### src/rtl/seq_divider_pkg.sv
// Shared definitions for the sequential divider: FSM state encoding and width helpers.
package seq_divider_pkg;

  localparam int unsigned DIV_WIDTH = 16;

  typedef enum logic [1:0] {
    IDLE = 2'd0,
    LOAD = 2'd1,
    CALC = 2'd2,
    FIX  = 2'd3
  } div_state_t;

  // Iteration counter width able to hold 0..w
  function automatic int unsigned cnt_width(input int unsigned w);
    return $clog2(w + 1);
  endfunction

endpackage

### src/rtl/seq_divider_div_step.sv
// One restoring-division iteration: shift in the next dividend bit, trial-subtract, select.
module seq_divider_div_step #(
  parameter int unsigned l = 16
) (
  input  logic [l:0]   rem,
  input  logic         msb,
  input  logic [l-1:0] divisor,
  output logic [l:0]   rem_next,
  output logic         q_bit
);

  logic [l+1:0] shifted;
  logic [l+1:0] trial;

  // One extra bit of headroom so the borrow of the trial subtraction is visible
  assign shifted  = {rem, msb};
  assign trial    = shifted - {2'b00, divisor};
  assign q_bit    = ~trial[l+1];
  assign rem_next = q_bit ? trial[l:0] : shifted[l:0];

endmodule

### src/rtl/seq_divider.sv
// Multi-cycle restoring divider with start/busy/done handshake and signed/unsigned modes.
module seq_divider
  import seq_divider_pkg::*;
#(
  parameter int unsigned l = DIV_WIDTH
) (
  input  logic         CLK,
  input  logic         RST_N,
  input  logic         START,
  input  logic         SIGNED,
  input  logic [l-1:0] A,
  input  logic [l-1:0] B,
  output logic         BUSY,
  output logic         DONE,
  output logic [l-1:0] Q,
  output logic [l-1:0] R,
  output logic         DIV0
);

  localparam int unsigned CW = cnt_width(l);

  div_state_t   state, state_n;
  logic [CW-1:0] cnt, cnt_n;
  logic [l:0]    rem, rem_n;
  logic [l-1:0]  dvd, dvd_n;
  logic [l-1:0]  dvs, dvs_n;
  logic [l-1:0]  a_lat, a_lat_n;
  logic          neg_q, neg_q_n;
  logic          neg_r, neg_r_n;
  logic          zero_div, zero_div_n;
  logic          busy_n, done_n, div0_n;
  logic [l-1:0]  q_n, r_n;

  logic [l-1:0]  a_mag, b_mag;
  logic [l:0]    step_rem;
  logic          step_q;

  // Magnitudes; -2^(l-1) maps to 2^(l-1) read as unsigned
  assign a_mag = (SIGNED && A[l-1]) ? (~A + l'(1)) : A;
  assign b_mag = (SIGNED && B[l-1]) ? (~B + l'(1)) : B;

  seq_divider_div_step #(.l(l)) u_step (
    .rem      (rem),
    .msb      (dvd[l-1]),
    .divisor  (dvs),
    .rem_next (step_rem),
    .q_bit    (step_q)
  );

  always_ff @(posedge CLK or negedge RST_N) begin
    if (!RST_N) begin
      state    <= IDLE;
      cnt      <= '0;
      rem      <= '0;
      dvd      <= '0;
      dvs      <= '0;
      a_lat    <= '0;
      neg_q    <= 1'b0;
      neg_r    <= 1'b0;
      zero_div <= 1'b0;
      BUSY     <= 1'b0;
      DONE     <= 1'b0;
      Q        <= '0;
      R        <= '0;
      DIV0     <= 1'b0;
    end else begin
      state    <= state_n;
      cnt      <= cnt_n;
      rem      <= rem_n;
      dvd      <= dvd_n;
      dvs      <= dvs_n;
      a_lat    <= a_lat_n;
      neg_q    <= neg_q_n;
      neg_r    <= neg_r_n;
      zero_div <= zero_div_n;
      BUSY     <= busy_n;
      DONE     <= done_n;
      Q        <= q_n;
      R        <= r_n;
      DIV0     <= div0_n;
    end
  end

  always_comb begin
    state_n    = state;
    cnt_n      = cnt;
    rem_n      = rem;
    dvd_n      = dvd;
    dvs_n      = dvs;
    a_lat_n    = a_lat;
    neg_q_n    = neg_q;
    neg_r_n    = neg_r;
    zero_div_n = zero_div;
    busy_n     = BUSY;
    done_n     = 1'b0;
    q_n        = Q;
    r_n        = R;
    div0_n     = DIV0;

    unique case (state)
      IDLE: begin
        if (START) begin
          state_n = LOAD;
          busy_n  = 1'b1;
        end
      end
      LOAD: begin
        a_lat_n    = A;
        zero_div_n = (B == '0);
        neg_q_n    = SIGNED & (A[l-1] ^ B[l-1]);
        neg_r_n    = SIGNED & A[l-1];
        dvd_n      = a_mag;
        dvs_n      = b_mag;
        rem_n      = '0;
        cnt_n      = '0;
        state_n    = CALC;
      end
      CALC: begin
        // Quotient bits shift into the vacated low end of the dividend register
        rem_n = step_rem;
        dvd_n = {dvd[l-2:0], step_q};
        cnt_n = cnt + CW'(1);
        if (cnt == CW'(l - 1)) state_n = FIX;
      end
      FIX: begin
        state_n = IDLE;
        busy_n  = 1'b0;
        done_n  = 1'b1;
        if (zero_div) begin
          q_n    = '1;
          r_n    = a_lat;
          div0_n = 1'b1;
        end else begin
          q_n    = neg_q ? (~dvd + l'(1)) : dvd;
          r_n    = neg_r ? (~rem[l-1:0] + l'(1)) : rem[l-1:0];
          div0_n = 1'b0;
        end
      end
      default: state_n = IDLE;
    endcase
  end

endmodule
### config.mk
export PLATFORM = sky130hd
export DESIGN_NAME = seq_divider
export DESIGN_NICKNAME = d
export VERILOG_FILES = /design/src/rtl/seq_divider_pkg.sv /design/src/rtl/seq_divider_div_step.sv /design/src/rtl/seq_divider.sv
export SDC_FILE = /design/constraint.sdc
export NUM_CORES = 1
export LEC_CHECK = 0
export CAP_MARGIN = 15
export CORE_ASPECT_RATIO = 0.7
export CORE_UTILIZATION = 58
export CTS_CLUSTER_DIAMETER = 120
export DETAILED_ROUTE_END_ITERATION = 6
export MAX_ROUTING_LAYER = met4
export PLACE_DENSITY = 0.81
export REMOVE_ABC_BUFFERS = 1
export SYNTH_ARGS = -nofsm -noshare
export SYNTH_HDL_FRONTEND = slang
export SYNTH_SLANG_ARGS = --single-unit
### constraint.sdc
create_clock -name CLK -period 3.4 [get_ports CLK]
set_input_delay 0.34 -clock CLK [delete_from_list [all_inputs] [get_ports CLK]]
set_output_delay 0.34 -clock CLK [all_outputs]
set_load 0.005 [all_outputs]
==> reports/summary.md, run 1 <==
## Status
- **result of the run** finished clean

## Synthesis
- **register bit total from synthesis** 110
- **count of flip-flops with a built-in enable after synthesis** 0
- **summed instance area of the synthesized netlist** 0.006695 mm²
- **number of distinct library cells after synthesis** 51
- **Cells after Synth** 723
- **flip-flop cell with the highest count after synthesis** sky130_fd_sc_hd__dfrtp_1
- **warnings from Yosys** 0
- **post-synthesis sequential area ratio** 41.11%
- **post-synthesis area per instance** 9.260 µm²
- **ys async rst share** 100.0%

## Place
- **routability cong.** 0.8998
- **Place WS** 0.4034 ns
- **number of buffer cells added on primary ports** 70
- **dpl hpwl** 11.53 mm
- **number of instances in the placed design** 920

## Clock network
- **count of instances resized after the clock tree is built** 0
- **Inserted Clock Buffers** 9
- **CTS tree** yes
- **clock latency on the worst-skew pair** 0.35 ns
- **cts-stage hold buffer count** 0
- **Max H-tree Level** 3
- **register clock-pin slew on the reported worst setup and hold paths** 0.07 ns
- **Max Buffers Root-to-Sink** 2
- **Sinks on Clock Net** 110
- **Clock Root Buffer** sky130_fd_sc_hd__clkbuf_16
- **post-CTS setup buffers** 0

## Route
- **Iter 0 DRT Violations** 346
- **vias after detailed routing** 5,565
- **WL/cell** 17.01 µm
- **Via-to-Cell Ratio** 5.946
- **first drt pass iteration count** 5
- **remaining antenna violation count after routing** 0
- **Routed WL** 15.92 mm
- **detailed-route DRC error count** 0

## STA
- **final clock period utilization by the worst path** 89.42%
- **setup repair after global routing missed its margin** false
- **Slew Limit Headroom** 37.92%
- **sum of negative setup slack** 0 ns
- **least setup slack across all paths after layout** 0.3598 ns
- **Worst Hold Slack** 0.09459 ns
- **shortest clock period the worst path allows after layout** 3.040 ns
- **Worst Tran Pin Value** 0.9312 ns
- **worst-case clock skew** 0.004669 ns
- **Max Clock Freq** 328.9 MHz
- **Final Slew Violations** 0
- **endpoints failing setup** 0
- **number of endpoints with negative hold slack in the final report** 0

## Layout
- **non-filler cells, final** 936
- **layout overhead on the synthesized area** 17.02%
- **fraction of final layout cells with drive strength greater than 1** 10.34%
- **antenna diode count** 0
- **Post-layout nets** 841

## Critical path
- **Worst Path Arrival** 3.25 ns
- **largest fanout on the critical path** 4
- **crit path kind** reg2reg
- **kind of start point of the critical path** register
- **CP required** 3.61 ns
- **capturing element type of the critical path** register

## Global routing
- **largest net degree at the start of global routing** 67
- **initial antenna violation count** 0
- **global-route wire length before repair** 26.84 mm
- **Total GRT Usage** 29.82%
- **total gr overflow** 0
- **number of global-route vias before repair** 5,487

## Floorplan
- **floorplan row count** 32
- **io pins** 71
- **die span in x** 130.4 µm
- **effective utilization at floorplan** 60.15%
- **Die H** 91.89 µm
- **area enclosed by the die boundary** 0.01198 mm²
- **core area** 0.01113 mm²

## Flow run
- **number of maximum-capacitance constraint violations** 0

## Power
- **largest vdd supply drop** 0.0007219 V
- **total power per unit cell area** 795.3 mW/mm²
- **Leakage** 0.003322 µW

## Hold path
- **type of the most critical hold path** in2async

power by group:
part	total, µW	switching (µW)	internal [µW]	leakage (µW)
combinational	2880	1490	1380	0.00181
sequential	2260	420	1840	0.00136
clock	1100	517	582	0.000148
total	6230	2430	3800	0.00332
sequential cells by signal, summed over array words and instances, names as in the netlist:
register  flops
BUSY          1
DIV0          1
DONE          1
Q            16
R            16
a_lat        16
cnt           5
dvd          16
dvs          16
neg_q         1
neg_r         1
rem          17
state         2
zero_div      1
cell families (layout without fill, tap and decap cells):
group	after synthesis	count (layout)	share of synthesized area (%)
DFF	110	110	41.11
buffers and inverters	83	143	4.784
muxes	63	63	10.28
AOI/OAI and AO/OA	178	178	16.39
and+or+nand+nor	194	194	13.27
xor gates and xnor gates	68	68	9.008
adders and majority gates	27	27	5.158
stage by stage:
stage	utilization [%]	power (µW)	instance area [µm²]
6_report	70.39	6231	7835
3_3_place_gp	67.61	4964	7526
5_1_grt	70.39	6682	7835
4_1_cts	70.39	6226	7835
2_1_floorplan	-	4042	6559
3_5_place_dp	67.61	5100	7526
per-layer routing:
metal	global-route usage, %	wire length [µm]
met5	-	0
met4	9.004	241
met3	5.776	963
met2	44.81	7227
met1	40.92	7487
placed cells by master (no fill, tap or decap), types with 16 or more instances in the layout:
cell type                           n
sky130_fd_sc_hd__nand3_1           16
sky130_fd_sc_hd__inv_1             48
sky130_fd_sc_hd__o21ai_0           59
sky130_fd_sc_hd__ha_1              24
sky130_fd_sc_hd__dfrtp_1          110
sky130_fd_sc_hd__xor2_1            29
sky130_fd_sc_hd__nand2_1           61
sky130_fd_sc_hd__a31oi_1           18
sky130_fd_sc_hd__xnor2_1           38
sky130_fd_sc_hd__a21oi_1           48
sky130_fd_sc_hd__mux2i_1           17
sky130_fd_sc_hd__clkdlybuf4s50_1   69
sky130_fd_sc_hd__mux2_2            46
sky130_fd_sc_hd__nor2_1            65
cell usage after synthesis, types with 4 or more instances:
cell / n / area share, %
sky130_fd_sc_hd__ha_1: 26 / 4.9
sky130_fd_sc_hd__nand2b_1: 8 / 0.75
sky130_fd_sc_hd__a21o_1: 4 / 0.45
sky130_fd_sc_hd__nand2_1: 61 / 3.4
sky130_fd_sc_hd__xnor2_1: 38 / 5.0
sky130_fd_sc_hd__nor3b_1: 5 / 0.56
sky130_fd_sc_hd__o21ai_0: 59 / 4.4
sky130_fd_sc_hd__nor3_1: 8 / 0.60
sky130_fd_sc_hd__or4_1: 4 / 0.45
sky130_fd_sc_hd__nor2_1: 65 / 3.6
sky130_fd_sc_hd__o22ai_1: 10 / 0.93
sky130_fd_sc_hd__inv_1: 48 / 2.7
sky130_fd_sc_hd__dfrtp_1: 110 / 41
sky130_fd_sc_hd__o41ai_1: 5 / 0.65
sky130_fd_sc_hd__xor2_1: 29 / 3.8
sky130_fd_sc_hd__clkbuf_1: 29 / 1.6
sky130_fd_sc_hd__nand3_1: 16 / 1.2
sky130_fd_sc_hd__o21a_1: 4 / 0.45
sky130_fd_sc_hd__a31oi_1: 18 / 1.7
sky130_fd_sc_hd__a21oi_1: 48 / 3.6
sky130_fd_sc_hd__mux2_2: 46 / 7.7
sky130_fd_sc_hd__nor4_1: 5 / 0.47
sky130_fd_sc_hd__nor2b_1: 5 / 0.47
sky130_fd_sc_hd__o31ai_1: 11 / 1.2
sky130_fd_sc_hd__mux2i_1: 17 / 2.5
area by class of cell:
cell class                      instances  area [µm²]
Tap cell                              153       191.4
Timing Repair Buffer                   78       770.7
Multi-Input combinational cell        530        3627
Inverter                               49       183.9
Clock inverter                          7       83.83
Sequential cell                       110        2753
Clock buffer                            9       225.2
Fill cell                             840        3296
critical path: stages (launching register included):
cell                        delay [ns]
sky130_fd_sc_hd__dfrtp_1          0.41
sky130_fd_sc_hd__inv_1            0.12
sky130_fd_sc_hd__ha_1             0.19
sky130_fd_sc_hd__inv_1            0.06
sky130_fd_sc_hd__fa_1             0.41
sky130_fd_sc_hd__a211oi_1         0.22
sky130_fd_sc_hd__nor2_1           0.14
sky130_fd_sc_hd__a211oi_1         0.37
sky130_fd_sc_hd__nor3_1           0.13
sky130_fd_sc_hd__nor3_1           0.36
sky130_fd_sc_hd__o21ai_0          0.19
sky130_fd_sc_hd__mux2i_1          0.21
sky130_fd_sc_hd__o2bb2ai_1        0.08
path summary, 6_finish.rpt:
check / cells past startpoint / start / to / slack (ns)
worst max-delay path: 12 / dvd[15] / rem[16] / 0.36
worst min-delay path: 1 / RST_N / dvs[15] / 0.09
worst max register to register: 12 / dvd[15] / rem[16] / 0.36
worst min register to register: 1 / a_lat[15] / a_lat[15] / 0.51
max in group asynchronous: 2 / RST_N / rem[11] / 2.55
min in group CLK: 1 / a_lat[15] / a_lat[15] / 0.51
(Power assumes the default switching activity.)
==> run 2, diff against run 1 <==
CAP_MARGIN = default   (was 15)
SYNTH_HIERARCHICAL = 1   (was default)
==> run 2 against run 1 <==
Net effect: via count rose by 3.0%; sequential power about the same; total power grew 4.7%; global-route usage is 0.14 points lower; clock skew grew 0.0031 ns; combinational power grew 6%; critical path type unchanged; largest cell class unchanged.
==> reports/summary.md, run 2 <==
## Flow run
- **number of maximum-capacitance constraint violations** 0, unchanged

## Clock network
- **Sinks on Clock Net** 110, unchanged
- **count of instances resized after the clock tree is built** 0, unchanged
- **Inserted Clock Buffers** 9, unchanged
- **cts-stage hold buffer count** 0, unchanged
- **CTS tree** yes, unchanged
- **Max Buffers Root-to-Sink** 2, unchanged
- **Max H-tree Level** 3, unchanged
- **Clock Root Buffer** sky130_fd_sc_hd__clkbuf_16, unchanged
- **post-CTS setup buffers** 0, unchanged
- **register clock-pin slew on the reported worst setup and hold paths** 0.07 ns, about the same
- **clock latency on the worst-skew pair** 0.35 ns, about the same

## Synthesis
- **flip-flop cell with the highest count after synthesis** sky130_fd_sc_hd__dfrtp_1, unchanged
- **post-synthesis sequential area ratio** 40.30%, was 41.11%
- **area share of the leading cell type in the synthesized netlist** 40.30%, was 41.11%
- **number of distinct library cells after synthesis** 63, was 51
- **most common cell in the netlist** sky130_fd_sc_hd__dfrtp_1, unchanged
- **count of flip-flops with a built-in enable after synthesis** 0, unchanged
- **Cells after Synth** 735, was 723
- **Yosys top cell by area** sky130_fd_sc_hd__dfrtp_1, unchanged
- **post-synthesis area per instance** 9.293 µm², was 9.260 µm²
- **ranking of synthesized cells by instance count** sky130_fd_sc_hd__dfrtp_1, sky130_fd_sc_hd__o21ai_0, sky130_fd_sc_hd__nor2_1, sky130_fd_sc_hd__a21oi_1, sky130_fd_sc_hd__inv_1, was sky130_fd_sc_hd__dfrtp_1, sky130_fd_sc_hd__nor2_1, sky130_fd_sc_hd__nand2_1, sky130_fd_sc_hd__o21ai_0
- **summed instance area of the synthesized netlist** 0.006830 mm², was 0.006695 mm²
- **warnings from Yosys** 6, was 0
- **ys async rst share** 100.0%, unchanged
- **top post-synthesis cells by area** sky130_fd_sc_hd__dfrtp_1, sky130_fd_sc_hd__xnor2_1, sky130_fd_sc_hd__ha_1, was sky130_fd_sc_hd__dfrtp_1, sky130_fd_sc_hd__mux2_2, sky130_fd_sc_hd__xnor2_1
- **register bit total from synthesis** 110, unchanged

## STA
- **Worst Hold Slack** 0.01981 ns, was 0.09459 ns
- **sum of negative setup slack** 0 ns, unchanged
- **Slew Limit Headroom** 36.50%, was 37.92%
- **shortest clock period the worst path allows after layout** 3.202 ns, was 3.040 ns
- **setup repair after global routing missed its margin** false, unchanged
- **worst-case clock skew** 0.007736 ns, was 0.004669 ns
- **Max Clock Freq** 312.3 MHz, was 328.9 MHz
- **Final Slew Violations** 0, unchanged
- **Worst Tran Pin Value** 0.9525 ns, was 0.9312 ns
- **number of endpoints with negative hold slack in the final report** 0, unchanged
- **endpoints failing setup** 0, unchanged
- **final clock period utilization by the worst path** 94.18%, was 89.42%

## Global routing
- **largest net degree at the start of global routing** 111, was 67
- **number of global-route vias before repair** 5,592, was 5,487
- **total gr overflow** 0, unchanged
- **Total GRT Usage** 29.68%, was 29.82%
- **global-route wire length before repair** 28.01 mm, was 26.84 mm
- **initial antenna violation count** 0, unchanged

## Layout
- **register with the most flip-flops** rem, unchanged
- **fraction of final layout cells with drive strength greater than 1** 10.06%, was 10.34%
- **most common cell after layout, fill and taps aside** sky130_fd_sc_hd__dfrtp_1, unchanged
- **layout overhead on the synthesized area** 16.89%, was 17.02%
- **top library cells by usage in the layout, fill and taps aside** sky130_fd_sc_hd__dfrtp_1, sky130_fd_sc_hd__clkdlybuf4s50_1, sky130_fd_sc_hd__o21ai_0, sky130_fd_sc_hd__nor2_1, sky130_fd_sc_hd__a21oi_1, was sky130_fd_sc_hd__dfrtp_1, sky130_fd_sc_hd__clkdlybuf4s50_1, sky130_fd_sc_hd__nor2_1, sky130_fd_sc_hd__nand2_1, sky130_fd_sc_hd__o21ai_0
- **antenna diode count** 0, unchanged
- **total non-filler cell area in the finished layout** 0.007984 mm², was 0.007835 mm²
- **max FFs per register** 17, unchanged
- **Post-layout nets** 855, was 841

## Floorplan
- **effective utilization at floorplan** 60.71%, was 60.15%
- **floorplan row count** 32, unchanged
- **die span in x** 131.7 µm, was 130.4 µm
- **area enclosed by the die boundary** 0.01222 mm², was 0.01198 mm²
- **core area** 0.01125 mm², was 0.01113 mm²
- **io pins** 71, unchanged
- **Die H** 92.80 µm, was 91.89 µm

## Critical path
- **capture point of the critical path** rem[6], was rem[16]
- **ordered cell list for the critical path** ha_1, nand4_1, or4_1, a31oi_2, nor3_4, xnor2_4, buf_4, mux2_2, nand3_1, o21ai_0, was inv_1, ha_1, inv_1, fa_1, a211oi_1, nor2_1, a211oi_1, nor3_1, nor3_1, o21ai_0, mux2i_1, o2bb2ai_1
- **capturing element type of the critical path** register, unchanged
- **setup slack on the worst flop-to-flop path** 0.20 ns, was 0.36 ns
- **cell depth of the worst flop-to-flop path** 10, was 12
- **worst-path cell with the longest stage delay** sky130_fd_sc_hd__or4_1, was sky130_fd_sc_hd__dfrtp_1
- **CP required** 3.63 ns, was 3.61 ns
- **Critical Path Start** rem[12], was dvd[15]
- **Worst Path Arrival** 3.43 ns, was 3.25 ns
- **largest fanout on the critical path** 18, was 4
- **crit-path max cell delay** 0.51 ns, was 0.41 ns
- **startpoint of the worst register-to-register path** rem[12], was dvd[15]
- **crit path kind** reg2reg, unchanged
- **kind of start point of the critical path** register, unchanged
- **r2r endpoint** rem[6], was rem[16]

## Place
- **placed cell area** 0.007647 mm², was 0.007526 mm²
- **number of buffer cells added on primary ports** 70, unchanged
- **routability cong.** 0.9567, was 0.8998
- **dpl hpwl** 11.98 mm, was 11.53 mm

## Power
- **total power per unit cell area** 816.9 mW/mm², was 795.3 mW/mm²
- **Net Sw Power** 2593 µW, was 2428 µW
- **cell-internal power** 3929 µW, was 3804 µW
- **portion of total power attributed to the clock network** 18.5%, was 17.6%
- **relative contribution of sequential cells to total power** 34.6%, was 36.2%
- **Sw Ratio** 39.76%, was 38.96%
- **largest vdd supply drop** 0.0007323 V, was 0.0007219 V
- **relative contribution of combinational cells to total power** 46.9%, was 46.1%
- **Leakage** 0.003401 µW, was 0.003322 µW

## Route
- **vias after detailed routing** 5,733, was 5,565
- **Routed WL** 16.50 mm, was 15.92 mm
- **remaining antenna violation count after routing** 0, unchanged
- **WL/cell** 17.41 µm, was 17.01 µm
- **detailed-route DRC error count** 0, unchanged
- **Iter 0 DRT Violations** 460, was 346
- **first drt pass iteration count** 5, unchanged
- **Via-to-Cell Ratio** 6.047, was 5.946

## Hold path
- **type of the most critical hold path** in2async, unchanged

## Status
- **result of the run** finished clean, unchanged

==> run 2: cell types whose count changed in the layout (fill, tap and decap cells not counted), moves of 9 or more <==
cell,delta
sky130_fd_sc_hd__a31oi_1,-9
sky130_fd_sc_hd__a221o_1,+9
sky130_fd_sc_hd__nand3_1,+14
sky130_fd_sc_hd__a21oi_1,+11
sky130_fd_sc_hd__nand2_1,-17
sky130_fd_sc_hd__inv_1,+10
sky130_fd_sc_hd__mux2_2,-16
==> run 2: worst min-delay path by stage <==
stage          start       to
3_5_place_dp   RST_N  rem[16]
4_1_cts        RST_N   dvs[5]
6_report       RST_N  rem[16]
5_1_grt        RST_N  dvs[15]
2_1_floorplan  RST_N     BUSY
3_3_place_gp   RST_N  dvs[14]
==> run 2: area by class of cell <==
| class | count | area, µm² |
|---|---|---|
| tap | 153 | 191.4 |
| clock buffer | 10 | 229.0 |
| sequential | 110 | 2753 |
| clock inverter | 5 | 107.6 |
| multi-input combinational | 532 | 3687 |
| timing repair buffer | 80 | 798.3 |
| fill | 824 | 3267 |
| inverter | 58 | 217.7 |
==> run 2: routing by layer <==
metal	track usage [%]	routed length, µm
met1	41.36	7834
met2	45.28	7384
met3	5.528	1150
met4	6.298	133
met5	-	0
==> run 2: metrics by stage <==
step	total power (µW)	std cells	setup WS [ns]	util, %
final	6522	948	0.1980	70.96
after CTS	6507	948	0.2340	70.96
after global placement	5149	933	0.3621	67.97
after detailed placement	5282	933	0.2884	67.97
after global routing	6997	948	0.08859	70.96
after floorplan	4126	700	0.4848	-
==> run 2: cell families (layout without fill, tap and decap cells) <==
kind of cell / Yosys count / count (layout) / synth area share, %
AO/OA/AOI/OAI: 195 / 195 / 17.71
XOR/XNOR: 70 / 70 / 9.251
adder cells (fa/ha/maj): 28 / 28 / 5.239
buffers and inverters: 93 / 153 / 5.788
flip-flops: 110 / 110 / 40.30
multiplexers: 45 / 45 / 7.584
AND/OR/NAND/NOR: 194 / 194 / 14.12
==> run 2: critical path, delay by kind of cell, from the launching register on <==
| kind | cells | cell delay [ns] |
|---|---|---|
| and+or+nand+nor | 4 | 0.93 |
| xor gates and xnor gates | 1 | 0.15 |
| adders and majority gates | 1 | 0.46 |
| DFF | 1 | 0.46 |
| AOI/OAI and AO/OA | 2 | 0.38 |
| buffers and inverters | 1 | 0.31 |
| muxes | 1 | 0.38 |
==> run 2: power by group through the flow <==
| stage | combinational (µW) | clock, µW | sequential (µW) |
|---|---|---|---|
| global route | 3400 | 1270 | 2330 |
| global placement | 2900 | 0 | 2250 |
| detailed placement | 3010 | 0 | 2270 |
| CTS | 3040 | 1220 | 2250 |
| finish | 3060 | 1210 | 2260 |
| floorplan | 1950 | 0 | 2180 |
==> run 3, diff against run 2 <==
RECOVER_POWER = 50   (was default)
REMOVE_ABC_BUFFERS = default   (was 1)
==> run 3 against run 2 <==
Net effect: the run now ends with capacitance limit, slew limit left; sequential share of layout area grew 0.34 points; cell count is the same; wire length grew 9.3%; hold slack gained 0.47 ns; maximum frequency grew 5.9%; worst setup slack gained 0.18 ns; via count grew 4.8%; critical endpoint is now rem[3]; largest power group unchanged.
==> reports/summary.md, run 3 (synthesized netlist as in run 2, its figures left out) <==
## Status
- **result of the run** finished, violations left, was finished clean
- **violations in the final reports** capacitance limit, slew limit

## Critical path
- **largest fanout on the critical path** 18, unchanged
- **CP required** 3.60 ns, was 3.63 ns
- **crit path kind** reg2reg, unchanged
- **crit-path max cell delay** 0.49 ns, was 0.51 ns
- **kind of start point of the critical path** register, unchanged
- **setup slack on the worst flop-to-flop path** 0.38 ns, was 0.20 ns
- **Worst Path Arrival** 3.23 ns, was 3.43 ns
- **capturing element type of the critical path** register, unchanged
- **capture point of the critical path** rem[3], was rem[6]
- **cell depth of the worst flop-to-flop path** 10, unchanged
- **Critical Path Start** rem[11], was rem[12]
- **ordered cell list for the critical path** ha_1, nand4_1, or4_1, a31oi_2, nor3_4, xnor2_4, buf_12, mux2_2, nand3_1, o21ai_0, was ha_1, nand4_1, or4_1, a31oi_2, nor3_4, xnor2_4, buf_4, mux2_2, nand3_1, o21ai_0
- **worst-path cell with the longest stage delay** sky130_fd_sc_hd__ha_1, was sky130_fd_sc_hd__or4_1
- **startpoint of the worst register-to-register path** rem[11], was rem[12]
- **r2r endpoint** rem[3], was rem[6]

## STA
- **setup repair after global routing missed its margin** false, unchanged
- **Max Clock Freq** 330.8 MHz, was 312.3 MHz
- **final clock period utilization by the worst path** 88.92%, was 94.18%
- **sum of negative setup slack** 0 ns, unchanged
- **Worst Tran Pin Value** 2.002 ns, was 0.9525 ns
- **least setup slack across all paths after layout** 0.3768 ns, was 0.1980 ns
- **worst-case clock skew** 0.01029 ns, was 0.007736 ns
- **endpoints failing setup** 0, unchanged
- **number of endpoints with negative hold slack in the final report** 0, unchanged
- **Final Slew Violations** 118, was 0
- **Slew Limit Headroom** -33.48%, was 36.50%
- **shortest clock period the worst path allows after layout** 3.023 ns, was 3.202 ns

## Synthesis
- **net count after synthesis** 799

## Clock network
- **cts-stage hold buffer count** 0, unchanged
- **count of instances resized after the clock tree is built** 0, unchanged
- **Clock Root Buffer** sky130_fd_sc_hd__clkbuf_16, unchanged
- **Max H-tree Level** 3, unchanged
- **Inserted Clock Buffers** 9, unchanged
- **register clock-pin slew on the reported worst setup and hold paths** 0.07 ns, about the same
- **post-CTS setup buffers** 0, unchanged
- **Sinks on Clock Net** 110, unchanged
- **Max Buffers Root-to-Sink** 2, unchanged
- **CTS tree** yes, unchanged
- **clock latency on the worst-skew pair** 0.36 ns, was 0.35 ns

## Power
- **Sw Ratio** 42.58%, was 39.76%
- **largest vdd supply drop** 0.0007197 V, was 0.0007323 V
- **Net Sw Power** 2741 µW, was 2593 µW
- **post-route total power** 6438 µW, was 6522 µW
- **relative contribution of sequential cells to total power** 35.5%, was 34.6%
- **Leakage** 0.003376 µW, was 0.003401 µW
- **total power per unit cell area** 814.4 mW/mm², was 816.9 mW/mm²
- **portion of total power attributed to the clock network** 16.3%, was 18.5%
- **relative contribution of combinational cells to total power** 48.2%, was 46.9%
- **cell-internal power** 3697 µW, was 3929 µW

## Place
- **Place WS** 0.4060 ns, was 0.2884 ns
- **routability cong.** 0.9363, was 0.9567
- **number of buffer cells added on primary ports** 70, unchanged
- **dpl hpwl** 13.20 mm, was 11.98 mm

## Layout
- **Post-layout nets** 854, was 855
- **most common cell after layout, fill and taps aside** sky130_fd_sc_hd__dfrtp_1, unchanged
- **fin util** 70.26%, was 70.96%
- **layout overhead on the synthesized area** 15.74%, was 16.89%
- **register with the most flip-flops** rem, unchanged
- **sequential cell area** 0.002753 mm², unchanged
- **top library cells by usage in the layout, fill and taps aside** sky130_fd_sc_hd__dfrtp_1, sky130_fd_sc_hd__o21ai_0, sky130_fd_sc_hd__nor2_1, sky130_fd_sc_hd__a21oi_1, sky130_fd_sc_hd__clkdlybuf4s50_1, was sky130_fd_sc_hd__dfrtp_1, sky130_fd_sc_hd__clkdlybuf4s50_1, sky130_fd_sc_hd__o21ai_0, sky130_fd_sc_hd__nor2_1, sky130_fd_sc_hd__a21oi_1
- **fillers** 867, was 824
- **combined area of the multi-input logic cells** 0.003687 mm², unchanged
- **max FFs per register** 17, unchanged
- **antenna diode count** 0, unchanged
- **fraction of final layout cells with drive strength greater than 1** 9.686%, was 10.06%

## Floorplan
- **area enclosed by the die boundary** 0.01222 mm², unchanged
- **core area** 0.01125 mm², unchanged
- **io pins** 71, unchanged
- **floorplan row count** 32, unchanged
- **die span in x** 131.7 µm, unchanged
- **Die H** 92.80 µm, unchanged
- **effective utilization at floorplan** 60.71%, unchanged

## Global routing
- **total gr overflow** 0, unchanged
- **initial antenna violation count** 0, unchanged
- **largest net degree at the start of global routing** 81, was 111
- **number of global-route vias before repair** 5,510, was 5,592
- **Total GRT Usage** 31.75%, was 29.68%
- **global-route wire length before repair** 29.20 mm, was 28.01 mm

## Route
- **Via-to-Cell Ratio** 6.336, was 6.047
- **WL/cell** 19.03 µm, was 17.41 µm
- **detailed-route DRC error count** 0, unchanged
- **Iter 0 DRT Violations** 717, was 460
- **vias after detailed routing** 6,007, was 5,733
- **Routed WL** 18.04 mm, was 16.50 mm
- **remaining antenna violation count after routing** 0, unchanged
- **first drt pass iteration count** 6, was 5

## Hold path
- **type of the most critical hold path** reg2reg, was in2async
- **worst hold path cell count** 1
- **origin of the worst min-delay path** R[4]

## Flow run
- **number of maximum-capacitance constraint violations** 2, was 0

==> run 3: routing by layer <==
| metal | global-route usage [%] | vias up | wire (µm) |
|---|---|---|---|
| met5 | - | - | 0 |
| met4 | 7.558 | 0 | 213 |
| met3 | 7.225 | 27 | 1832 |
| met2 | 44.75 | 338 | 7662 |
| met1 | 46.04 | 2951 | 8329 |
| li1 | - | 2691 | - |
==> run 3: worst min-delay path by stage <==
stage                     endpoint
after global placement        DIV0
after floorplan               BUSY
final                         R[4]
after detailed placement      R[4]
after global routing          DIV0
after CTS                     Q[0]
==> run 3: final cells by class <==
| type | count | share of cell area, % |
|---|---|---|
| flip-flops and latches | 110 | 34.82 |
| repair buffers | 79 | 9.671 |
| inverters | 58 | 2.754 |
| clock buffers | 11 | 3.071 |
| multi-input cells | 532 | 46.64 |
| clock inverters | 5 | 0.6173 |
| well taps | 153 | 2.422 |
==> run 3: power groups by stage <==
stage	clock network [µW]	registers, µW	logic, µW
finish	1050	2290	3110
CTS	1060	2270	3090
global route	1110	2350	3400
detailed placement	0	2290	3050
floorplan	0	2150	2100
global placement	0	2250	2970
==> run 3: through the flow <==
step | cell area, µm² | hold slack, ns | std cells
after floorplan | 6830 | 0.04441 | 735
after CTS | 7919 | 0.2098 | 948
after global placement | 7627 | 0.4665 | 932
after detailed placement | 7627 | 0.4744 | 932
final | 7905 | 0.4911 | 948
after global routing | 7905 | 0.5137 | 948
==> run 3: critical path: cells and delay by family, from the launching register on <==
kind | cells | cell delay, ns
muxes | 1 | 0.35
buffers and inverters | 1 | 0.19
and+or+nand+nor | 4 | 0.91
AOI/OAI and AO/OA | 2 | 0.30
adders and majority gates | 1 | 0.49
DFF | 1 | 0.45
xor gates and xnor gates | 1 | 0.16
